==> config.mk <==
export PLATFORM = sky130hd
export DESIGN_NAME = fib_step_ctrl_flat
export DESIGN_NICKNAME = d
export VERILOG_FILES = /design/src/rtl/fib_step_ctrl_if.sv /design/src/rtl/fib_step_ctrl.sv /design/src/flat_wrapper.sv
export SDC_FILE = /design/constraint.sdc
export NUM_CORES = 1
export LEC_CHECK = 0
export CAP_MARGIN = 20
export CORE_AREA = 2 2 103 105
export DETAILED_ROUTE_END_ITERATION = 8
export DIE_AREA = 0 0 105 107
export GPL_ROUTABILITY_DRIVEN = 0
export GPL_TIMING_DRIVEN = 0
export SETUP_SLACK_MARGIN = 0.2
export SLEW_MARGIN = 20
export SYNTH_ARGS = -nofsm -noshare
export SYNTH_HDL_FRONTEND = slang
export SYNTH_SLANG_ARGS = --single-unit
==> constraint.sdc <==
create_clock -name clk -period 2.15 [get_ports clk]
set_input_delay 0.3225 -clock clk [delete_from_list [all_inputs] [get_ports clk]]
set_output_delay 0.3225 -clock clk [all_outputs]
set_load 0.005 [all_outputs]
==> src/rtl/fib_step_ctrl_if.sv <==
// Button, overflow and strobe signals between the step controller and the
// fibonacci generator / board pins.
interface fib_step_ctrl_if;
  logic but_step;
  logic but_mode;
  logic ovf;
  logic step;
  logic clear;
  logic auto_mode;
  logic halted;

  modport master (
    input  but_step, but_mode, ovf,
    output step, clear, auto_mode, halted
  );

  modport slave (
    output but_step, but_mode, ovf,
    input  step, clear, auto_mode, halted
  );
endinterface

==> src/rtl/fib_step_ctrl.sv <==
// Button debounce and step/clear sequencing for the fibonacci generator.
// Optional macro FIB_STEP_SPEED_EN: step press in AUTO toggles a 4x speed bit.
//
// state  | meaning
// MANUAL | step press advances one term (or clears when ovf is set)
// AUTO   | prescaler issues a step every period, ovf halts
// HALT   | overflow seen, waiting for a press to clear and restart
module fib_step_ctrl #(
  parameter int DEBOUNCE_CYCLES = 1000000,
  parameter int STEP_DIV        = 50000000
) (
  input  logic            clk,
  input  logic            rst_n,
  fib_step_ctrl_if.master bus
);

  localparam int DW = $clog2(DEBOUNCE_CYCLES);
  localparam int PW = $clog2(STEP_DIV);

  typedef enum logic [1:0] {
    MANUAL = 2'd0,
    AUTO   = 2'd1,
    HALT   = 2'd2
  } state_t;

  // index 0: step button, index 1: mode button
  logic [1:0]         raw;
  logic [1:0]         sync1;
  logic [1:0]         sync2;
  logic [1:0]         db;
  logic [1:0]         db_q;
  logic [1:0][DW-1:0] cnt;
  logic [1:0]         press;
  logic               step_ev;
  logic               mode_ev;

  state_t             state;
  logic [PW-1:0]      presc;
  logic [PW-1:0]      presc_last;

  assign raw = {bus.but_mode, bus.but_step};

  always_ff @(posedge clk or negedge rst_n) begin
    if (!rst_n) begin
      sync1 <= '0;
      sync2 <= '0;
      db    <= '0;
      db_q  <= '0;
      cnt   <= '0;
    end else begin
      sync1 <= raw;
      sync2 <= sync1;
      db_q  <= db;
      for (int i = 0; i < 2; i++) begin
        if (sync2[i] != db[i]) begin
          if (cnt[i] == DW'(DEBOUNCE_CYCLES - 1)) begin
            db[i]  <= ~db[i];
            cnt[i] <= '0;
          end else begin
            cnt[i] <= cnt[i] + DW'(1);
          end
        end else begin
          cnt[i] <= '0;
        end
      end
    end
  end

  // Mode wins over a coincident step press.
  assign press   = db & ~db_q;
  assign mode_ev = press[1];
  assign step_ev = press[0] & ~press[1];

`ifdef FIB_STEP_SPEED_EN
  logic speed;
  assign presc_last = speed ? PW'(STEP_DIV / 4 - 1) : PW'(STEP_DIV - 1);
`else
  assign presc_last = PW'(STEP_DIV - 1);
`endif

  always_ff @(posedge clk or negedge rst_n) begin
    if (!rst_n) begin
      state         <= MANUAL;
      presc         <= '0;
      bus.step      <= 1'b0;
      bus.clear     <= 1'b0;
      bus.auto_mode <= 1'b0;
      bus.halted    <= 1'b0;
`ifdef FIB_STEP_SPEED_EN
      speed         <= 1'b0;
`endif
    end else begin
      bus.step  <= 1'b0;
      bus.clear <= 1'b0;
      case (state)
        MANUAL: begin
          presc <= '0;
          if (mode_ev) begin
            state         <= AUTO;
            bus.auto_mode <= 1'b1;
          end else if (step_ev) begin
            if (bus.ovf) bus.clear <= 1'b1;
            else         bus.step  <= 1'b1;
          end
        end
        AUTO: begin
          if (bus.ovf) begin
            state         <= HALT;
            presc         <= '0;
            bus.auto_mode <= 1'b0;
            bus.halted    <= 1'b1;
`ifdef FIB_STEP_SPEED_EN
            speed         <= 1'b0;
`endif
          end else if (mode_ev) begin
            state         <= MANUAL;
            presc         <= '0;
            bus.auto_mode <= 1'b0;
`ifdef FIB_STEP_SPEED_EN
            speed         <= 1'b0;
`endif
          end else if (step_ev) begin
            presc <= '0;
`ifdef FIB_STEP_SPEED_EN
            speed <= ~speed;
`else
            bus.clear <= 1'b1;
`endif
          end else if (presc >= presc_last) begin
            // >= so a speed change never leaves the count above the new wrap
            presc    <= '0;
            bus.step <= 1'b1;
          end else begin
            presc <= presc + PW'(1);
          end
        end
        HALT: begin
          presc <= '0;
          if (mode_ev) begin
            state         <= AUTO;
            bus.clear     <= 1'b1;
            bus.auto_mode <= 1'b1;
            bus.halted    <= 1'b0;
          end else if (step_ev) begin
            state      <= MANUAL;
            bus.clear  <= 1'b1;
            bus.halted <= 1'b0;
          end
        end
        default: begin
          state         <= MANUAL;
          presc         <= '0;
          bus.auto_mode <= 1'b0;
          bus.halted    <= 1'b0;
        end
      endcase
    end
  end

endmodule

==> src/flat_wrapper.sv <==
// flat-port wrapper written by rule: the top's interface ports become plain ports
module fib_step_ctrl_flat 
#(
  parameter int DEBOUNCE_CYCLES = 1000000,
  parameter int STEP_DIV        = 50000000
)
  (clk, rst_n, bus_but_step, bus_but_mode, bus_ovf, bus_step, bus_clear, bus_auto_mode, bus_halted);
  fib_step_ctrl_if bus_i ();
  input  logic clk;
  input  logic rst_n;
  input wire logic [$bits(bus_i.but_step)-1:0] bus_but_step;
  input wire logic [$bits(bus_i.but_mode)-1:0] bus_but_mode;
  input wire logic [$bits(bus_i.ovf)-1:0] bus_ovf;
  output wire logic [$bits(bus_i.step)-1:0] bus_step;
  output wire logic [$bits(bus_i.clear)-1:0] bus_clear;
  output wire logic [$bits(bus_i.auto_mode)-1:0] bus_auto_mode;
  output wire logic [$bits(bus_i.halted)-1:0] bus_halted;
  assign bus_i.but_step = bus_but_step;
  assign bus_i.but_mode = bus_but_mode;
  assign bus_i.ovf = bus_ovf;
  assign bus_step = bus_i.step;
  assign bus_clear = bus_i.clear;
  assign bus_auto_mode = bus_i.auto_mode;
  assign bus_halted = bus_i.halted;
  fib_step_ctrl #(.DEBOUNCE_CYCLES(DEBOUNCE_CYCLES), .STEP_DIV(STEP_DIV)) u_core (.clk(clk), .rst_n(rst_n), .bus(bus_i));
endmodule
After elaboration in Yosys (flattened, before gate mapping)
Index checks and enable logic that the tools add are counted.
W data, S select, Z words.
{"block": "classes", "n_reduce_logical": 7, "addsub": 3, "muxes": 39, "n_eq_ne": 11, "bitwise": 7, "order_cmp": 1}
{"cell": "$mux W26", "n": 5}
{"cell": "$mux W20", "n": 4}
{"cell": "$add A20 B1 Y20 const B", "n": 2}
{"cell": "$eq A20 B20 Y1 const B", "n": 2}
{"cell": "$add A26 B1 Y26 const B", "n": 1}
{"cell": "$ge A26 B26 Y1 const B", "n": 1}
{"cell": "$mux W1", "n": 20}
{"cell": "$mux W2", "n": 5}
{"cell": "$pmux W1 S3", "n": 2}
{"cell": "$pmux W2 S3", "n": 1}
{"cell": "$reduce_and A2 Y1", "n": 3}
{"cell": "$reduce_and A3 Y1", "n": 2}
{"cell": "$ne A2 B1 Y1 const B", "n": 2}
{"cell": "$not A1 Y1", "n": 4}
{"cell": "$pmux W1 S2", "n": 2}
{"cell": "$ne A3 B1 Y1 const B", "n": 1}
{"cell": "$ne A3 B2 Y1 const B", "n": 1}
{"cell": "$and A2 B2 Y2", "n": 1}
{"cell": "$eq A2 B1 Y1 const B", "n": 1}
{"cell": "$eq A2 B2 Y1 const B", "n": 1}
{"cell": "$logic_not A2 Y1", "n": 1}
{"cell": "$ne A1 B1 Y1", "n": 2}
{"cell": "$ne A2 B2 Y1 const B", "n": 1}
{"cell": "$not A2 Y2", "n": 1}
{"cell": "other kinds (2)", "n": 2}
{"block": "word_totals", "register_bits": 80, "input_bits": 5, "out_inout_bits": 4, "elab_cells": 81}

Depth between registers and ports, before layout
Gate-level depths: netlist (run 1).
{"block": "depth", "ltp_word": 8, "ltp_mapped": 8, "depth_no_buf": 5}

Worst setup path after synthesis (run 1)
Ideal clock, no wire load.
{"block": "synth_timing", "kind": "register -> register", "from": "register u_core.cnt[20] in the netlist's numbering", "to": "register u_core.cnt[26] in the netlist's numbering", "synth_period_minus_slack_ns": 1.956, "stages_incl_launch_ff": 7, "setup_ns": 0.132, "n_path_buf": 1, "setup_slack_ns": 0.194, "required_ns": 2.018, "arrival_ns": 1.824, "cell_sequence": "dfrtp_1 > ha_1 > and4_1 > nand2_1 > o41ai_4 > clkbuf_1 > nor2_1"}
{"block": "synth_between", "elab_chain_len": 3, "word_cells_on_any_way": 4}
{"item": "from (decl)", "line_no": "fib_step_ctrl.sv:32", "rtl": "logic [1:0][DW-1:0] cnt;"}
{"item": "from (signal, indexed assignment)", "line_no": "fib_step_ctrl.sv:60", "rtl": "cnt[i] <= cnt[i] + DW'(1);"}
{"item": "$add A20 B1 Y20 or $eq A20 B20 Y1 (tied branches)", "line_no": "fib_step_ctrl.sv:60, fib_step_ctrl.sv:56"}
{"item": "$mux W20 *", "line_no": "fib_step_ctrl.sv:56", "rtl": "if (cnt[i] == DW'(DEBOUNCE_CYCLES - 1)) begin"}
{"item": "$mux W20 *", "line_no": "fib_step_ctrl.sv:55", "rtl": "if (sync2[i] != db[i]) begin"}
Every way passes the cells marked *; elsewhere a longest branch is shown, timed or not.
A chain may end at the register's enable or synchronous reset.

Final worst setup path (run 1)
{"block": "layout_timing", "from": "register u_core.cnt[29] in the netlist's numbering", "to": "register u_core.cnt[37] in the netlist's numbering"}
The elaborated chain is that of the path after synthesis.

==> impl_results.md, run 1 <==
* Status: finished, final reports clean
* Num CTS Buffers at 9
* Compound-Gate Fraction of Synth Area at slightly below 10%
* PwrDens at 584 mW/mm²
* Fraction of the mapped netlist area in simple logic gates at 26.7%
* Crit end category: flip-flop
* Clock sink total at 80
* CTS tree: yes
* Slowest stage delay, CP at approximately 0.54 ns
* Layout Utilization at around 48%
* Mapped Cells at around 400
* DRT antenna net count at 0
* Critical Path Start Type: flip-flop
* Largest family of logic cells by synthesized area: simple AND/OR/NAND/NOR gates
* Starting Density at 39.5%
* Worst skew pair latency at 0.34 ns
* Final period utilization at around nine tenths
* Synth Cell Area at between 0.003 and 0.004 mm²
* Die Wd at approximately 110 µm
* Diodes inserted at 0
* Top Family by Delay on Critical Path: simple AND/OR/NAND/NOR gates
* Post-route cell area at 0.00488 mm²
* Largest cells by area after synthesis: dfrtp_1 50%, xor2_1 4.8%, xnor2_1 4.2%
* Vias in the first global route at 3069
* Layout cells sized above 1 at about 22%
* H-tree Lvls at 3
* Hold crit path type: flip-flop to flip-flop
* Worst EP arrival at around 2.2 ns
* Placed Area at between 0.004 and 0.005 mm²
* Net count, final at 447
* Clock buffer depth at 2
* CP Cell Sequence: buf_6 > nand3_1 > or4_4 > buf_6 > or4_4 > a21oi_2
* Mux cell area share after synthesis at less than 1%
* Fin Clk Skew at 0.0156 ns
* WL/cell at approximately 14 µm
* Clock slew at reported path FFs at ~0.090 ns
* Via density at about 5.5
* CP required at approximately 2.4 ns
* Area Growth Syn to Fin at 22.4%
* Overflow after GRT at 0
* Worst path slowest cell: or4_4
* Setup Crit Path Kind: flip-flop to flip-flop
* Initial antenna violation count at 0
* XOR/XNOR Fraction of Synth Area at a little under a tenth
* Total GRT Usage at roughly 16%
* I/O Buffers at 8
* RSZ-0062 raised after global routing: true
* Number of flops mapped to enable cells by yosys at 0
* Die ar. at ~0.011 mm²
* Fin crit period at ~1.9 ns
* Mean Syn Cell Area at around 9.9 µm²
* Io pins at 9
* Synth Area in Adders at less than 1%
* # setup viols final at 0
* Clock Tree Root: clkbuf_8
* Max VDD drop at 0.267 mV
* Max Cap Viol at 0
* Synth Flop Type: dfrtp_1
* Critical Path Fanout Max at 8
* Maximum clock frequency at about 520 MHz
* Post-synth top area cell: dfrtp_1
* Relative max-transition margin at 65.1%
* Synth unique cells at 46
* Pin count of the biggest net entering global routing at 43
* FF+latch count, synth at 80
* Total Wirelength at 8320 µm
* FFs w/ async S/R, synth at 100%
* Tightest Pin Transition at approximately 0.52 ns
* Die height at 107 µm
* Post-route DRC at 0
* Top-area cell type share of the netlist area at 50.2%
* Row count at 37
* Via count at approximately 3200
* Final Hold Viols at 0
* Sequential area share after synthesis at 50.2%
* First-pass GRT wire length at approximately 14000 µm
* Drt initial violations at between 100 and 150
* Worst path bufs/invs at 2
* DP HPWL at ~5300 µm
* Leakage power at ~1.9 nW
* 1st-pass router iterations at 4
* Core area at about 0.010 mm²
* Yosys Warn Count at 0
* Final max-slew violation count at 0
* Mapped Nets at 409
-- area by class of cell --
cell class / instances / area (µm²)
clock inverters: 5 / 80.1
fillers: 986 / 5210
multi-input cells: 295 / 2050
plain buffers: 17 / 154
inverters: 9 / 33.8
well taps: 136 / 170
clock buffers: 11 / 141
repair buffers: 27 / 234
flip-flops and latches: 80 / 2010
-- placed cells by master (no fill, tap or decap), types with 13 or more instances in the layout --
cell type,synthesis,layout
nand3_1,23,23
o21ai_0,13,13
dfrtp_1,80,72
nand4_1,16,16
xor2_1,22,22
buf_4,0,18
nor2_1,32,32
nand2_1,29,29
xnor2_1,19,19
-- synthesized netlist by cell type, types with 2 or more instances --
cell and instances:
nor2b_1 2, nand4_1 16, inv_1 9, and3_1 5, xor2_1 22, nor4b_1 2
and2_1 2, nand2b_1 2, ha_1 3, buf_2 8, xnor2_1 19, clkbuf_1 8
a21oi_1 12, mux2_2 2, and4_1 8, a31o_2 2, a211oi_1 10, or2_1 2
dfrtp_1 80, nor4_1 12, or2_2 2, o21ai_0 13, nor2_1 32, o31ai_1 11
or3_1 12, or4_1 12, nand3_1 23, nand2_1 29, nor3_1 24
-- power by group --
part / switching, mW / internal (mW)
sequential: 0.0127 / 1.52
clock: 0.547 / 0.685
combinational: 0.0579 / 0.0305
-- sequential cells by signal, indices dropped and copies added, names as in the netlist --
name / count
u_core.cnt: 40
u_core.presc: 26
u_core.db: 2
u_core.db_q: 2
u_core.state: 2
u_core.sync1: 2
u_core.sync2: 2
u_core.bus.auto_mode: 1
u_core.bus.clear: 1
u_core.bus.halted: 1
u_core.bus.step: 1
-- stage by stage --
step / setup slack, ns / instances / power [mW] / hold slack [ns] / setup TNS, ns
floorplan: 0.230 / 401 / 1.59 / 0.0269 / 0
finish: 0.245 / 580 / 2.85 / 0.357 / 0
CTS: 0.175 / 571 / 2.88 / 0.364 / 0
detailed placement: -0.294 / 546 / 1.64 / 0.336 / -6.72
global placement: -2.20 / 545 / 1.64 / 0.335 / -180.98
global route: 0.176 / 580 / 2.97 / 0.371 / 0
-- kinds of logic after synthesis --
family | Yosys count
and+or+nand+nor | 192
DFF | 80
AOI/OAI and AO/OA | 57
xor gates and xnor gates | 41
buffers and inverters | 26
adders and majority gates | 3
muxes | 2
-- what timing repair did --
| item | in CTS | in global routing |
|---|---|---|
| hold endpoints to repair | 38 | 0 |
| setup buffers | 8 | 9 |
| endpoints found under the setup margin | 58 | 56 |
| gates resized for setup | 28 | 50 |
| hold buffers | 1 | 0 |
| pin swaps | 3 | 4 |
-- path summary, 6_finish.rpt --
path / start / to / slack (ns) / cells after the start
worst max-delay path: u_core.cnt[29] / u_core.cnt[37] / 0.24 / 6
worst min-delay path: u_core.sync1[1] / u_core.sync2[1] / 0.36 / 0
worst max register to register: u_core.cnt[29] / u_core.cnt[37] / 0.24 / 6
worst min register to register: u_core.sync1[1] / u_core.sync2[1] / 0.36 / 0
max in group asynchronous: rst_n / u_core.presc[5] / 1.03 / 3
min in group asynchronous: rst_n / u_core.cnt[37] / 0.50 / 2
-- worst reg2reg max path: cells and delay by family, from the launching register on --
family,cells,cell delay (ns)
flip-flops,1,0.35
buffers and inverters,2,0.27
AND/OR/NAND/NOR,3,1.10
AO/OA/AOI/OAI,1,0.14
-- routing by layer --
layer	vias up	part of all wire, %	global-route usage (%)
met2	48	48	25.5
met4	0	1.4	5.14
met5	-	0	0
met1	1595	48	21.4
li1	1544	-	-
met3	11	2.8	2.61
(Power assumes the default switching activity.)
==> inputs of run 2 (changes only) <==
--- a/config.mk
+++ b/config.mk
@@ -11,6 +11,7 @@
 export DIE_AREA = 0 0 105 107
 export GPL_ROUTABILITY_DRIVEN = 0
 export GPL_TIMING_DRIVEN = 0
+export PLACE_DENSITY_LB_ADDON = 0.2
 export SETUP_SLACK_MARGIN = 0.2
 export SLEW_MARGIN = 20
 export SYNTH_ARGS = -nofsm -noshare
==> run 2 against run 1 <==
Core utilization down 0.21 points; worst hold slack worse by 0.0030 ns; largest cell class unchanged; clock power about the same; non-clock buffer count down 4; combinational power about the same.
==> impl_results.md, run 2 (synthesis results as in run 1) <==
* Status: finished, final reports clean
* Crit end category: flip-flop
* PwrDens at 588 mW/mm² (+0.68%)
* Leakage power at 1.88 nW (about the same)
* Overflow after GRT at 0 (unchanged)
* Area Growth Syn to Fin at 21.8%
* RR Startpoint: u_core.cnt[29]
* DP HPWL at 5400 µm (+2.3%)
* Via count at 3150 (-1.5%)
* DRT antenna net count at 0 (unchanged)
* Initial antenna violation count at 0 (unchanged)
* Fillers at 986 (unchanged)
* Num CTS Buffers at 9 (unchanged)
* Inst Count DP at 546 (unchanged)
* Worst R2R Setup Slack at 0.21 ns (-0.04 ns)
* Critical Path Start Type: flip-flop
* WL/cell at 14.5 µm (+1.2%)
* Fin Clk Skew at 0.0117 ns (-0.00392 ns)
* Hold Crit Start: u_core.sync1[0]
* Crit path from: u_core.cnt[29]
* Die Wd at 105 µm (unchanged)
* Die ar. at 0.0112 mm² (unchanged)
* CP required at 2.44 ns (about the same)
* Final cell count without fillers at 575 (-0.86%)
* H-tree Lvls at 3 (unchanged)
* CP Cell Sequence: clkbuf_8 > nand3_1 > or4_1 > buf_6 > or4_1 > a21oi_1
* Max VDD drop at 0.357 mV (+34%)
* Max Cap Viol at 0 (unchanged)
* RSZ-0062 raised after global routing: true
* Biggest regs: u_core.cnt (40), u_core.presc (26)
* Switching Share at 20.9% (-0.74 points)
* Total GRT Usage at 15.9% (+0.25 points)
* Starting Density at 39.5% (unchanged)
* Clock Tree Root: clkbuf_8
* First-pass GRT wire length at 14400 µm (-0.48%)
* Drt initial violations at 138 (+37%)
* Clk pwr share at 43.3% (about the same)
* Worst path slowest cell: or4_1
* Most common cell after layout, fill and taps aside: dfrtp_1
* Combinational Power Share at 3.1% (about the same)
* Tightest Pin Transition at 0.482 ns (-0.0418 ns)
* Final period utilization at 90.3% (+1.7 points)
* Most used cell, CP: or4_1
* Maximum clock frequency at 515 MHz (-1.8%)
* Diodes inserted at 0 (unchanged)
* Seq pwr share at 53.6% (about the same)
* Setup ws final at 0.209 ns (-0.0359 ns)
* Setup Crit Path Kind: flip-flop to flip-flop
* Vias in the first global route at 3011 (-1.9%)
* Pin count of the biggest net entering global routing at 56 (+30%)
* Layout cells sized above 1 at 20.3% (-2.0 points)
* CTS tree: yes
* Critical Path Fanout Max at 8 (unchanged)
* Net Sw Power at 598 µW (-3.2%)
* Net count, final at 443 (-0.89%)
* Hold slack at 0.354 ns (-0.00299 ns)
* DP Worst Slack at -0.332 ns (-0.0375 ns)
* Via density at 5.48 (-0.64%)
* Slowest stage delay, CP at 0.55 ns (about the same)
* Clock sink total at 80 (unchanged)
* 1st-pass router iterations at 4 (unchanged)
* I/O Buffers at 8 (unchanged)
* Core area at 0.0101 mm² (unchanged)
* Die height at 107 µm (unchanged)
* Largest register by flop count: u_core.cnt
* Row count at 37 (unchanged)
* Relative max-transition margin at 67.8% (+2.7 points)
* Commonest cells after routing, fill and taps aside: 74 x dfrtp_1, 32 x nor2_1, 29 x nand2_1
* Post-route DRC at 0 (unchanged)
* Io pins at 9 (unchanged)
* Largest register FFs at 40 (unchanged)
* Hold crit path type: flip-flop to flip-flop
* Clock buffer depth at 2 (unchanged)
* Clock slew at reported path FFs at 0.07 ns (-0.02 ns)
* Total Wirelength at 8350 µm (+0.34%)
* Worst skew pair latency at 0.36 ns (+0.02 ns)
* Fin crit period at 1.94 ns (+0.0359 ns)
* Internal Power at 2.26 mW (+1.2%)
* TNS Setup at 0 ns (unchanged)
* Tot Pwr at 2.86 mW (+0.24%)
* # setup viols final at 0 (unchanged)
* Final max-slew violation count at 0 (unchanged)
* Final Hold Viols at 0 (unchanged)
* Worst EP arrival at 2.23 ns (+0.04 ns)
## run 2: metrics by stage
step / utilization, % / area, µm²
after floorplan: - / 3990
after global placement: 42.0 / 4240
after detailed placement: 42.3 / 4260
final: 48.1 / 4860
after CTS: 45.8 / 4620
after global routing: 48.1 / 4860
## run 2: final timing paths
check,end,cells after the start
worst min register to register,u_core.sync2[0],0
min in group asynchronous,u_core.presc[25],2
worst min-delay path,u_core.sync2[0],0
worst max register to register,u_core.cnt[37],6
worst max-delay path,u_core.cnt[37],6
max in group asynchronous,u_core.cnt[26],3
## run 2: layout make-up
type	instances	area [µm²]	share of cell area, %
Multi-Input combinational cell	295	2060	42.5
Inverter	9	33.8	0.695
Clock inverter	3	65.1	1.34
Clock buffer	12	155	3.19
Timing Repair Buffer	23	211	4.35
Tap cell	136	170	3.50
Buffer	17	150	3.09
Sequential cell	80	2010	41.4
## run 2: per-layer routing
layer	share of wire, %	track usage (%)	wire length, µm
met5	0	0	0
met4	1.7	6.10	146
met3	2.8	3.83	236
met2	47	25.4	3960
met1	48	21.0	4010
## run 2: power groups by stage
stage / combinational (mW) / sequential (mW) / clock (mW)
after detailed placement: 0.0832 / 1.56 / 0
after CTS: 0.0855 / 1.53 / 1.28
after global placement: 0.0767 / 1.56 / 0
after global routing: 0.103 / 1.53 / 1.34
after floorplan: 0.0300 / 1.56 / 0
final: 0.0887 / 1.53 / 1.24
## run 2: critical path: cells and delay by family, from the launching register on
family                 cells  cell delay [ns]
AND/OR/NAND/NOR            3             1.09
flip-flops                 1             0.34
buffers and inverters      2             0.31
AO/OA/AOI/OAI              1             0.15
## run 2: repair_timing
| item | 4_1_cts | 5_1_grt |
|---|---|---|
| gates resized for setup | 23 | 50 |
| endpoints found under the setup margin | 40 | 57 |
| setup buffers | 8 | 5 |
| pin swaps | 3 | 3 |
| hold endpoints to repair | 25 | 0 |
| hold buffers | 1 | 0 |
==> inputs of run 3 (changes only) <==
--- a/config.mk
+++ b/config.mk
@@ -6,10 +6,9 @@
 export NUM_CORES = 1
 export LEC_CHECK = 0
 export CAP_MARGIN = 20
-export CORE_AREA = 2 2 103 105
+export CORE_AREA = 10 10 111 113
 export DETAILED_ROUTE_END_ITERATION = 8
-export DIE_AREA = 0 0 105 107
-export GPL_ROUTABILITY_DRIVEN = 0
+export DIE_AREA = 0 0 121 123
 export GPL_TIMING_DRIVEN = 0
 export PLACE_DENSITY_LB_ADDON = 0.2
 export SETUP_SLACK_MARGIN = 0.2
==> run 3 against run 2 <==
Via count up 2.2%; critical path depth down 1; register-to-register slack better by 0.04 ns; count of clock-buffer cells in the layout down 2; setup slack better by 0.038 ns; sequential share of layout area down 0.66 points; maximum frequency up 2.0%.
==> impl_results.md, run 3 (synthesis results as in run 1) <==
* Final GP Congestion at ~0.79
* Core area at 0.0101 mm² (+0.46%)
* Clock Tree Root: clkbuf_8
* Relative max-transition margin at 69.5% (+1.7 points)
* Final Hold Viols at 0 (unchanged)
* Hold crit path type: flip-flop to flip-flop
* DP Worst Slack at -0.306 ns (+0.0263 ns)
* Die Wd at 121 µm (+15%)
* Clk pwr share at 45.7% (+2.4 points)
* PwrDens at 602 mW/mm² (+2.4%)
* Initial antenna violation count at 0 (unchanged)
* CTS tree: yes
* Status: finished, final reports clean
* Switching Share at 21.8% (+0.82 points)
* Die ar. at 0.0149 mm² (+32%)
* Clock sink total at 80 (unchanged)
* Worst R2R Path Depth at 5 (-1)
* Worst skew pair latency at 0.36 ns (about the same)
* CP Cell Sequence: nand4_4 > or4_4 > buf_6 > or4_4 > a21oi_2
* Biggest regs: u_core.cnt (40), u_core.presc (26)
* Critical Path Start Type: flip-flop
* Internal Power at 2.33 mW (+3.0%)
* Largest register FFs at 40 (unchanged)
* Worst R2R Setup Slack at 0.25 ns (+0.04 ns)
* Total Wirelength at 8530 µm (+2.1%)
* Worst path slowest cell: or4_4
* Max VDD drop at 0.240 mV (-33%)
* Combinational Power Share at 2.9% (-0.2 points)
* Tightest Pin Transition at 0.456 ns (-0.0258 ns)
* DRT antenna net count at 0 (unchanged)
* Commonest cells after routing, fill and taps aside: 73 x dfrtp_1, 32 x nor2_1, 28 x nand2_1
* Maximum clock frequency at 526 MHz (+2.0%)
* DP HPWL at 5410 µm (+0.19%)
* Net Sw Power at 647 µW (+8.2%)
* Overflow after GRT at 0 (unchanged)
* Die height at 123 µm (+15%)
* Most used cell, CP: or4_4
* Clock buffer depth at 2 (unchanged)
* Most common cell after layout, fill and taps aside: dfrtp_1
* Final period utilization at 88.5% (-1.8 points)
* RR Endpoint: u_core.cnt[37]
* RSZ-0062 raised after global routing: true
* Setup Crit Path Kind: flip-flop to flip-flop
* Fin Clk Skew at 0.0155 ns (+0.00378 ns)
* Total GRT Usage at 11.6% (-4.3 points)
* Slowest stage delay, CP at 0.50 ns (-0.05 ns)
* Crit path from: u_core.cnt[26]
* Worst EP arrival at 2.18 ns (-0.05 ns)
* Largest register by flop count: u_core.cnt
* Fin crit period at 1.90 ns (-0.0385 ns)
* Layout Utilization at 48.7% (+0.58 points)
* Max Cap Viol at 0 (unchanged)
* Hold Crit Start: u_core.sync1[1]
* Num CTS Buffers at 9 (unchanged)
* Final max-slew violation count at 0 (unchanged)
* Crit end category: flip-flop
* Post-route DRC at 0 (unchanged)
* 1st-pass router iterations at 4 (unchanged)
* WL/cell at 14.6 µm (+0.36%)
* Io pins at 9 (unchanged)
* Worst hold path depth at 0 (unchanged)
* First-pass GRT wire length at 14200 µm (-0.92%)
* Setup ws final at 0.247 ns (+0.0385 ns)
* Seq pwr share at 51.4% (-2.2 points)
* Leakage power at 1.94 nW (+2.9%)
* Row count at 37 (unchanged)
* Drt initial violations at 286 (+110%)
* Pin count of the biggest net entering global routing at 54 (-3.6%)
* Via count at 3218 (+2.2%)
* Vias in the first global route at 2982 (-0.96%)
* Area Growth Syn to Fin at 23.9%
* TNS Setup at 0 ns (unchanged)
* Hold Path Sink: u_core.sync2[1]
* Diodes inserted at 0 (unchanged)
* Clock slew at reported path FFs at 0.09 ns (+0.02 ns)
* Layout cells sized above 1 at 22.0% (+1.8 points)
* Starting Density at 39.3% (-0.18 points)
* Net count, final at 452 (+2.0%)
* H-tree Lvls at 3 (unchanged)
* I/O Buffers at 8 (unchanged)
* CP required at 2.43 ns (about the same)
* Via density at 5.50 (+0.41%)
* RR Startpoint: u_core.cnt[26]
* Critical Path Fanout Max at 7 (-1)
* # setup viols final at 0 (unchanged)
* Tot Pwr at 2.97 mW (+4.1%)
## run 3: cell types whose count changed in the layout (fill, tap and decap cells not counted), sizes merged
cell      previous run  this run
buf                 23        31
clkbuf              21        20
inv                  9        11
clkinv               1         0
bufinv               2         3
clkinvlp             0         1
## run 3: layer usage
layer,track usage [%],share of wire [%]
met3,2.46,3.4
met2,18.4,48
met4,5.73,1.7
met5,0,0
met1,14.9,47
## run 3: layout make-up
type	count	area, µm²
clock buffer	10	128
inverter	9	33.8
sequential	80	2010
timing repair buffer	32	292
clock inverter	6	115
buffer	17	149
multi-input combinational	295	2040
fill	914	5200
tap	136	170
## run 3: what timing repair did
action / in CTS / in global routing
endpoints found under the setup margin: 45 / 47
hold buffers: 1 / 0
pin swaps: 3 / 5
buffers inserted: 7 / 15
resized for setup: 24 / 51
hold endpoints to repair: 27 / 0
## run 3: power by group through the flow
| stage | registers, mW | clock network [mW] | logic, mW |
|---|---|---|---|
| 2_1_floorplan | 1.56 | 0 | 0.0300 |
| 3_3_place_gp | 1.56 | 0 | 0.0769 |
| 3_5_place_dp | 1.56 | 0 | 0.0832 |
| 4_1_cts | 1.53 | 1.39 | 0.0858 |
| 5_1_grt | 1.53 | 1.46 | 0.100 |
| 6_report | 1.53 | 1.36 | 0.0860 |
## run 3: worst max path at each step
| stage | to | slack, ns | cells after the start |
|---|---|---|---|
| 5_1_grt | u_core.cnt[28] | 0.14 | 6 |
| 3_5_place_dp | u_core.presc[22] | -0.31 | 7 |
| 4_1_cts | u_core.presc[20] | 0.17 | 8 |
| 3_3_place_gp | u_core.presc[11] | -2.19 | 1 |
| 6_report | u_core.cnt[37] | 0.25 | 5 |
| 2_1_floorplan | u_core.presc[21] | 0.23 | 8 |
## run 3: through the flow
stage,area [µm²],instances,hold slack (ns)
floorplan,3990,401,0.0269
global placement,4240,545,0.336
detailed placement,4260,546,0.272
CTS,4640,570,0.356
global route,4940,585,0.368
finish,4940,585,0.355
## run 3: critical path: cells and delay by family, from the launching register on
family	cells	cell delay, ns
and+or+nand+nor	3	1.11
buffers and inverters	1	0.14
AOI/OAI and AO/OA	1	0.15
DFF	1	0.42
